===== config.mk =====
export PLATFORM = sky130hd
export DESIGN_NAME = redmule_tcdm_splitter
export DESIGN_NICKNAME = d
export VERILOG_FILES = /design/src/rtl/redmule_tcdm_splitter.sv
export SDC_FILE = /design/constraint.sdc
export NUM_CORES = 1
export LEC_CHECK = 0
export BUFFER_PORTS_ARGS = -buffer_cell sky130_fd_sc_hd__buf_2
export CORE_AREA = 2 2 551 553
export CTS_CLUSTER_SIZE = 25
export DETAILED_ROUTE_END_ITERATION = 7
export DIE_AREA = 0 0 553 555
export SETUP_SLACK_MARGIN = 0.02
export SYNTH_ARGS = -nofsm -noshare
export SYNTH_HDL_FRONTEND = slang
export SYNTH_SLANG_ARGS = --single-unit

===== constraint.sdc =====
create_clock -name clk_i -period 4.6 [get_ports clk_i]
set_clock_uncertainty 0.05 [all_clocks]
set_input_delay 0.69 -clock clk_i [delete_from_list [all_inputs] [get_ports clk_i]]
set_output_delay 0.69 -clock clk_i [all_outputs]
set_load 0.1 [all_outputs]

===== src/rtl/redmule_tcdm_splitter.sv =====
// Splits one wide HCI TCDM request into MP independent 32-bit bank requests and
// reassembles the per-bank responses into a single wide response.
module redmule_tcdm_splitter #(
    parameter int unsigned DW             = 256,
    parameter int unsigned MP             = DW / 32,
    parameter int unsigned NumOutstanding = 2
) (
    input  logic                clk_i,
    input  logic                rst_i,
    input  logic                wide_req_i,
    output logic                wide_gnt_o,
    input  logic [31:0]         wide_add_i,
    input  logic                wide_wen_i,
    input  logic [DW/8-1:0]     wide_be_i,
    input  logic [DW-1:0]       wide_data_i,
    output logic [DW-1:0]       wide_r_data_o,
    output logic                wide_r_valid_o,
    output logic                wide_r_opc_o,
    output logic [MP-1:0]       tcdm_req_o,
    input  logic [MP-1:0]       tcdm_gnt_i,
    output logic [MP-1:0][31:0] tcdm_add_o,
    output logic [MP-1:0]       tcdm_wen_o,
    output logic [MP-1:0][3:0]  tcdm_be_o,
    output logic [MP-1:0][31:0] tcdm_data_o,
    input  logic [MP-1:0][31:0] tcdm_r_data_i,
    input  logic [MP-1:0]       tcdm_r_valid_i,
    input  logic [MP-1:0]       tcdm_r_opc_i,
    output logic                busy_o,
    output logic                err_o
);

    localparam int unsigned CW = $clog2(NumOutstanding + 1);
    localparam int unsigned PW = (NumOutstanding > 1) ? $clog2(NumOutstanding) : 1;

    logic [MP-1:0]         gmask_q, gmask_d;
    logic [CW-1:0]         out_cnt_q, out_cnt_d;
    logic [MP-1:0][CW-1:0] pend_q, pend_d;
    logic [MP-1:0][CW-1:0] fifo_cnt_q, fifo_cnt_d;
    logic [MP-1:0][PW-1:0] wr_ptr_q, wr_ptr_d;
    logic [MP-1:0][PW-1:0] rd_ptr_q, rd_ptr_d;
    logic                  err_q, err_d;

    logic [31:0] fifo_data_q [MP][NumOutstanding];
    logic        fifo_opc_q  [MP][NumOutstanding];

    logic          credit_ok;
    logic [MP-1:0] narrow_gnt;
    logic [MP-1:0] accept;
    logic [MP-1:0] fifo_nempty;

    function automatic logic [PW-1:0] ptr_inc(input logic [PW-1:0] p);
        return (p == PW'(NumOutstanding - 1)) ? '0 : p + 1'b1;
    endfunction

    // Request fan-out: every narrow port sees its own slice of the wide request.
    always_comb begin
        tcdm_add_o  = '0;
        tcdm_be_o   = '0;
        tcdm_data_o = '0;
        for (int ii = 0; ii < MP; ii++) begin
            tcdm_add_o[ii]  = wide_add_i + 32'(4 * ii);
            tcdm_be_o[ii]   = wide_be_i[4*ii +: 4];
            tcdm_data_o[ii] = wide_data_i[32*ii +: 32];
        end
    end

    assign tcdm_wen_o = {MP{wide_wen_i}};
    assign credit_ok  = (out_cnt_q < CW'(NumOutstanding));
    assign tcdm_req_o = {MP{wide_req_i & credit_ok}} & ~gmask_q;
    assign narrow_gnt = tcdm_req_o & tcdm_gnt_i;
    assign wide_gnt_o = wide_req_i & credit_ok & (&(gmask_q | narrow_gnt));

    assign wide_r_valid_o = &fifo_nempty;
    assign busy_o         = (out_cnt_q != '0) | (|gmask_q);
    assign err_o          = err_q;

    // Response gather: data is forced to zero whenever no wide response is presented.
    always_comb begin
        wide_r_data_o = '0;
        wide_r_opc_o  = 1'b0;
        for (int ii = 0; ii < MP; ii++) begin
            if (wide_r_valid_o) begin
                wide_r_data_o[32*ii +: 32] = fifo_data_q[ii][rd_ptr_q[ii]];
                wide_r_opc_o               = wide_r_opc_o | fifo_opc_q[ii][rd_ptr_q[ii]];
            end
        end
    end

    // NOTE: every signal driven in this always_comb gets a default first, so no latch is inferred.
    always_comb begin
        gmask_d     = wide_gnt_o ? '0 : (gmask_q | narrow_gnt);
        out_cnt_d   = out_cnt_q;
        pend_d      = pend_q;
        fifo_cnt_d  = fifo_cnt_q;
        wr_ptr_d    = wr_ptr_q;
        rd_ptr_d    = rd_ptr_q;
        accept      = '0;
        fifo_nempty = '0;
        err_d       = err_q;

        if (wide_gnt_o && !wide_r_valid_o) out_cnt_d = out_cnt_q + 1'b1;
        else if (!wide_gnt_o && wide_r_valid_o) out_cnt_d = out_cnt_q - 1'b1;

        for (int ii = 0; ii < MP; ii++) begin
            fifo_nempty[ii] = (fifo_cnt_q[ii] != '0);
            accept[ii]      = tcdm_r_valid_i[ii] & (pend_q[ii] != '0);
            if (tcdm_r_valid_i[ii] && !accept[ii]) err_d = 1'b1;

            if (narrow_gnt[ii] && !accept[ii]) pend_d[ii] = pend_q[ii] + 1'b1;
            else if (!narrow_gnt[ii] && accept[ii]) pend_d[ii] = pend_q[ii] - 1'b1;

            if (accept[ii]) wr_ptr_d[ii] = ptr_inc(wr_ptr_q[ii]);
            if (wide_r_valid_o) rd_ptr_d[ii] = ptr_inc(rd_ptr_q[ii]);
            fifo_cnt_d[ii] = fifo_cnt_q[ii] + CW'(accept[ii]) - CW'(wide_r_valid_o);
        end
    end

    // NOTE: control state uses non-blocking assignments and a synchronous reset.
    always_ff @(posedge clk_i) begin
        if (rst_i) begin
            gmask_q    <= '0;
            out_cnt_q  <= '0;
            pend_q     <= '0;
            fifo_cnt_q <= '0;
            wr_ptr_q   <= '0;
            rd_ptr_q   <= '0;
            err_q      <= 1'b0;
        end else begin
            gmask_q    <= gmask_d;
            out_cnt_q  <= out_cnt_d;
            pend_q     <= pend_d;
            fifo_cnt_q <= fifo_cnt_d;
            wr_ptr_q   <= wr_ptr_d;
            rd_ptr_q   <= rd_ptr_d;
            err_q      <= err_d;
        end
    end

    // NOTE: FIFO storage is not reset; clearing the counts and pointers empties the FIFOs.
    always_ff @(posedge clk_i) begin
        for (int ii = 0; ii < MP; ii++) begin
            if (accept[ii]) begin
                fifo_data_q[ii][wr_ptr_q[ii]] <= tcdm_r_data_i[ii];
                fifo_opc_q[ii][wr_ptr_q[ii]]  <= tcdm_r_opc_i[ii];
            end
        end
    end

endmodule


==> reports/metrics.csv <==
stage,metric,value,unit
timing,max frequency,241,MHz
worst_setup_path,launch point of the critical path,wide_add_i[4],
placed_design,Port Buffers,821,
timing,max-slew violations,0,
global_route,vias in the first global route,20100,
clock_network,Skew-Pair Late Insertion Delay,660,ps
timing,worst hold slack,165,ps
timing,RSZ-0062 raised after global routing,false,
timing,Worst-Margin Slew,1210,ps
worst_setup_path,reg-to-reg startpoint,out_cnt_q[1],
route,Avg Vias per Cell,2.84,
worst_setup_path,Slowest cell on crit path,a21oi_1,
route,drt drc,0,
worst_hold_path,worst hold path class,primary input to flop,
yosys,Synth area leader,edfxtp_1,
clock_network,cts repair resizes,0,
placed_design,Setup Slack @ Placement,472,ps
timing,Final Setup Violations,0,
placed_design,gp weighted congestion,1.03,
global_route,first-pass GRT wire length,197000,µm
final_layout,area delta synth->final,33.2,%
yosys,"Seq/Total Area, Yosys",0.595,
worst_setup_path,Worst Path Max Fanout,10,
clock_network,Setup Buffers After CTS,0,
route,Initial DRC Count,891,
worst_hold_path,hold_sp,tcdm_r_data_i[0],
worst_setup_path,most frequent CP cell,buf_4,
die,I/O pins,1425,
yosys,syn_area_per_cell,12.6,µm²
clock_network,clock buffer depth,3,
pwr,maximum vdd drop,370,µV
placed_design,DP Wirelength,134000,µm
final_layout,fraction of layout cells with a size suffix above 1,0.404,
timing,Fin. Hold Viols,0,
clock_network,clock transition at the registers of the reported paths,60,ps
worst_setup_path,Critical Path AT,3400,ps
yosys,Synth async-reset ratio,0,
pwr,power per standard cell area,398,nW/µm²
die,Core Region,301000,µm²
run,MaxCap Viol Count,0,
timing,Tcrit/Tclk final,0.900,
yosys,YS warnings,0,
clock_network,clock root buffer,clkbuf_16,
die,die height,555,µm
global_route,global route overflow,0,
die,Die Width,553,µm
final_layout,nets,3428,
worst_setup_path,Max stage delay on crit path,700,ps
global_route,antenna violations before repair,30,
global_route,gr usage total,0.0961,
global_route,pin count of the biggest net entering global routing,110,
clock_network,H-tree lvl count,2,
clock_network,Num Clock Sinks,587,
worst_setup_path,worst path required time,3860,ps
yosys,Synth cell types,47,
timing,Worst slew margin,0.193,
die,initial core utilization,0.0950,
yosys,Commonest cells post-synth,"edfxtp_1 (528), buf_4 (362), nor2_1 (353)",
die,Placement Rows,202,
clock_network,TritonCTS clock tree,built,
status,status,completed,
yosys,most common cell in the synthesized netlist,edfxtp_1,
timing,setup ws final,458,ps
route,average wire per standard cell,22.7,µm
yosys,cells after synthesis,2275,
yosys,post-synthesis register bit count,587,
route,Final ANT Viol Nets,0,
worst_setup_path,critical path endpoint category,output pin,
worst_setup_path,CP Cell Sequence,buf_2 > inv_1 > ha_1 > a21oi_1 > nor4_2 > buf_4 > xor2_1 > buf_4 > buf_4,
timing,Tmin final,4140,ps
clock_network,"Hold-fix buffers, CTS",0,
pwr,P_leak,13.5,nW
yosys,syn nets,2913,
yosys,Post-Syn Area,28600,µm²
worst_setup_path,critical path class,primary input to output pin,
pwr,Tot Pwr,15.2,mW
yosys,Area contributors post-synth,"edfxtp_1 (55%), buf_4 (9.5%), mux2i_1 (9.1%), xnor2_1 (4.7%), nor2_1 (4.6%)",
yosys,top cell type's share of synthesized area,0.554,
clock_network,CTS Buf Count,58,
route,via count,19400,
route,Total Routed Length,155000,µm
die,die footprint,307000,µm²
yosys,number of synthesized flops with an enable pin,528,
route,number of detailed-route iterations in the first pass,5,
worst_setup_path,startpoint types,primary input,
yosys,Main synth FF type,edfxtp_1,
-- placed cells by master, fill, tap and decap left out, types with 13 or more instances in the layout --
master | Yosys | layout
a21oi_1 | 23 | 23
buf_12 | 0 | 15
buf_2 | 46 | 801
buf_4 | 362 | 105
clkbuf_16 | 0 | 59
clkinv_2 | 0 | 13
dfxtp_1 | 59 | 51
edfxtp_1 | 528 | 528
ha_1 | 34 | 34
inv_1 | 26 | 26
mux2i_1 | 260 | 260
nand2_1 | 99 | 99
nand3_1 | 34 | 34
nor2_1 | 353 | 337
nor3_1 | 19 | 19
nor3_2 | 16 | 16
o21ai_0 | 17 | 14
xnor2_1 | 154 | 97
xnor2_2 | 0 | 57
xor2_1 | 86 | 77
-- where the power goes --
part / switching, mW / leakage [nW] / internal [mW]
clock: 2.16 / 0.964 / 2.77
combinational: 2.41 / 7.26 / 0.762
sequential: 0.259 / 5.29 / 6.80
-- cells by family (layout without fill, tap and decap cells) --
family | after synthesis | after routing | share of synthesized area
compound gates | 56 | 56 | 0.0113
xor+xnor | 240 | 240 | 0.0735
flops | 587 | 587 | 0.595
other cells | 0 | 5 | 0
simple gates | 604 | 604 | 0.0990
fa+ha+maj | 34 | 34 | 0.0149
buf+inv | 492 | 1055 | 0.114
mux | 262 | 262 | 0.0917
-- critical path: cells and delay by family --
kind | cells | cell delay [ps]
xor+xnor | 1 | 280
simple gates | 1 | 110
compound gates | 1 | 700
buf+inv | 5 | 1230
fa+ha+maj | 1 | 380
-- per-stage QoR --
stage	util	std cells	TNS, ps	instance area, µm²
6_report	0.127	6821	0	38100
5_1_grt	0.127	6821	0	38100
4_1_cts	0.126	6816	0	38100
3_5_place_dp	0.120	6708	0	36100
3_3_place_gp	0.120	6708	0	36100
2_1_floorplan	-	2275	-184	29100
-- state kept, by name, indices dropped and copies added, names as in the netlist --
name         flops
out_cnt_q        2
fifo_cnt_q      16
gmask_q          8
err_o            1
fifo_opc_q      16
pend_q          16
fifo_data_q    512
wr_ptr_q         8
rd_ptr_q         8
-- final cells by class --
cell class / count / area [µm²]
diodes: 5 / 12.5
well taps: 3978 / 4980
repair buffers: 921 / 5100
clock inverters: 44 / 479
flip-flops and latches: 587 / 17000
clock buffers: 64 / 1500
fillers: 34100 / 263000
multi-input cells: 1196 / 8910
inverters: 26 / 97.6
-- path summary, 6_finish.rpt --
path                  endpoint  cells past startpoint  slack (ps)
max            tcdm_add_o[206]                      9         460
min          fifo_data_q[0][0]                      1         170
max reg2reg       out_cnt_q[1]                      7        2140
min reg2reg         pend_q[13]                      2         450
-- layer usage --
metal  global-route usage  up-vias  wire length [µm]
li1                     -     8529                 -
met4               0.0597       22             10800
met1               0.0642     9183             37300
met5              0.00844        -               436
met3               0.0650      235             23200
met2                0.185     1417             83400
Note: power is estimated with default switching activity, not from simulation.
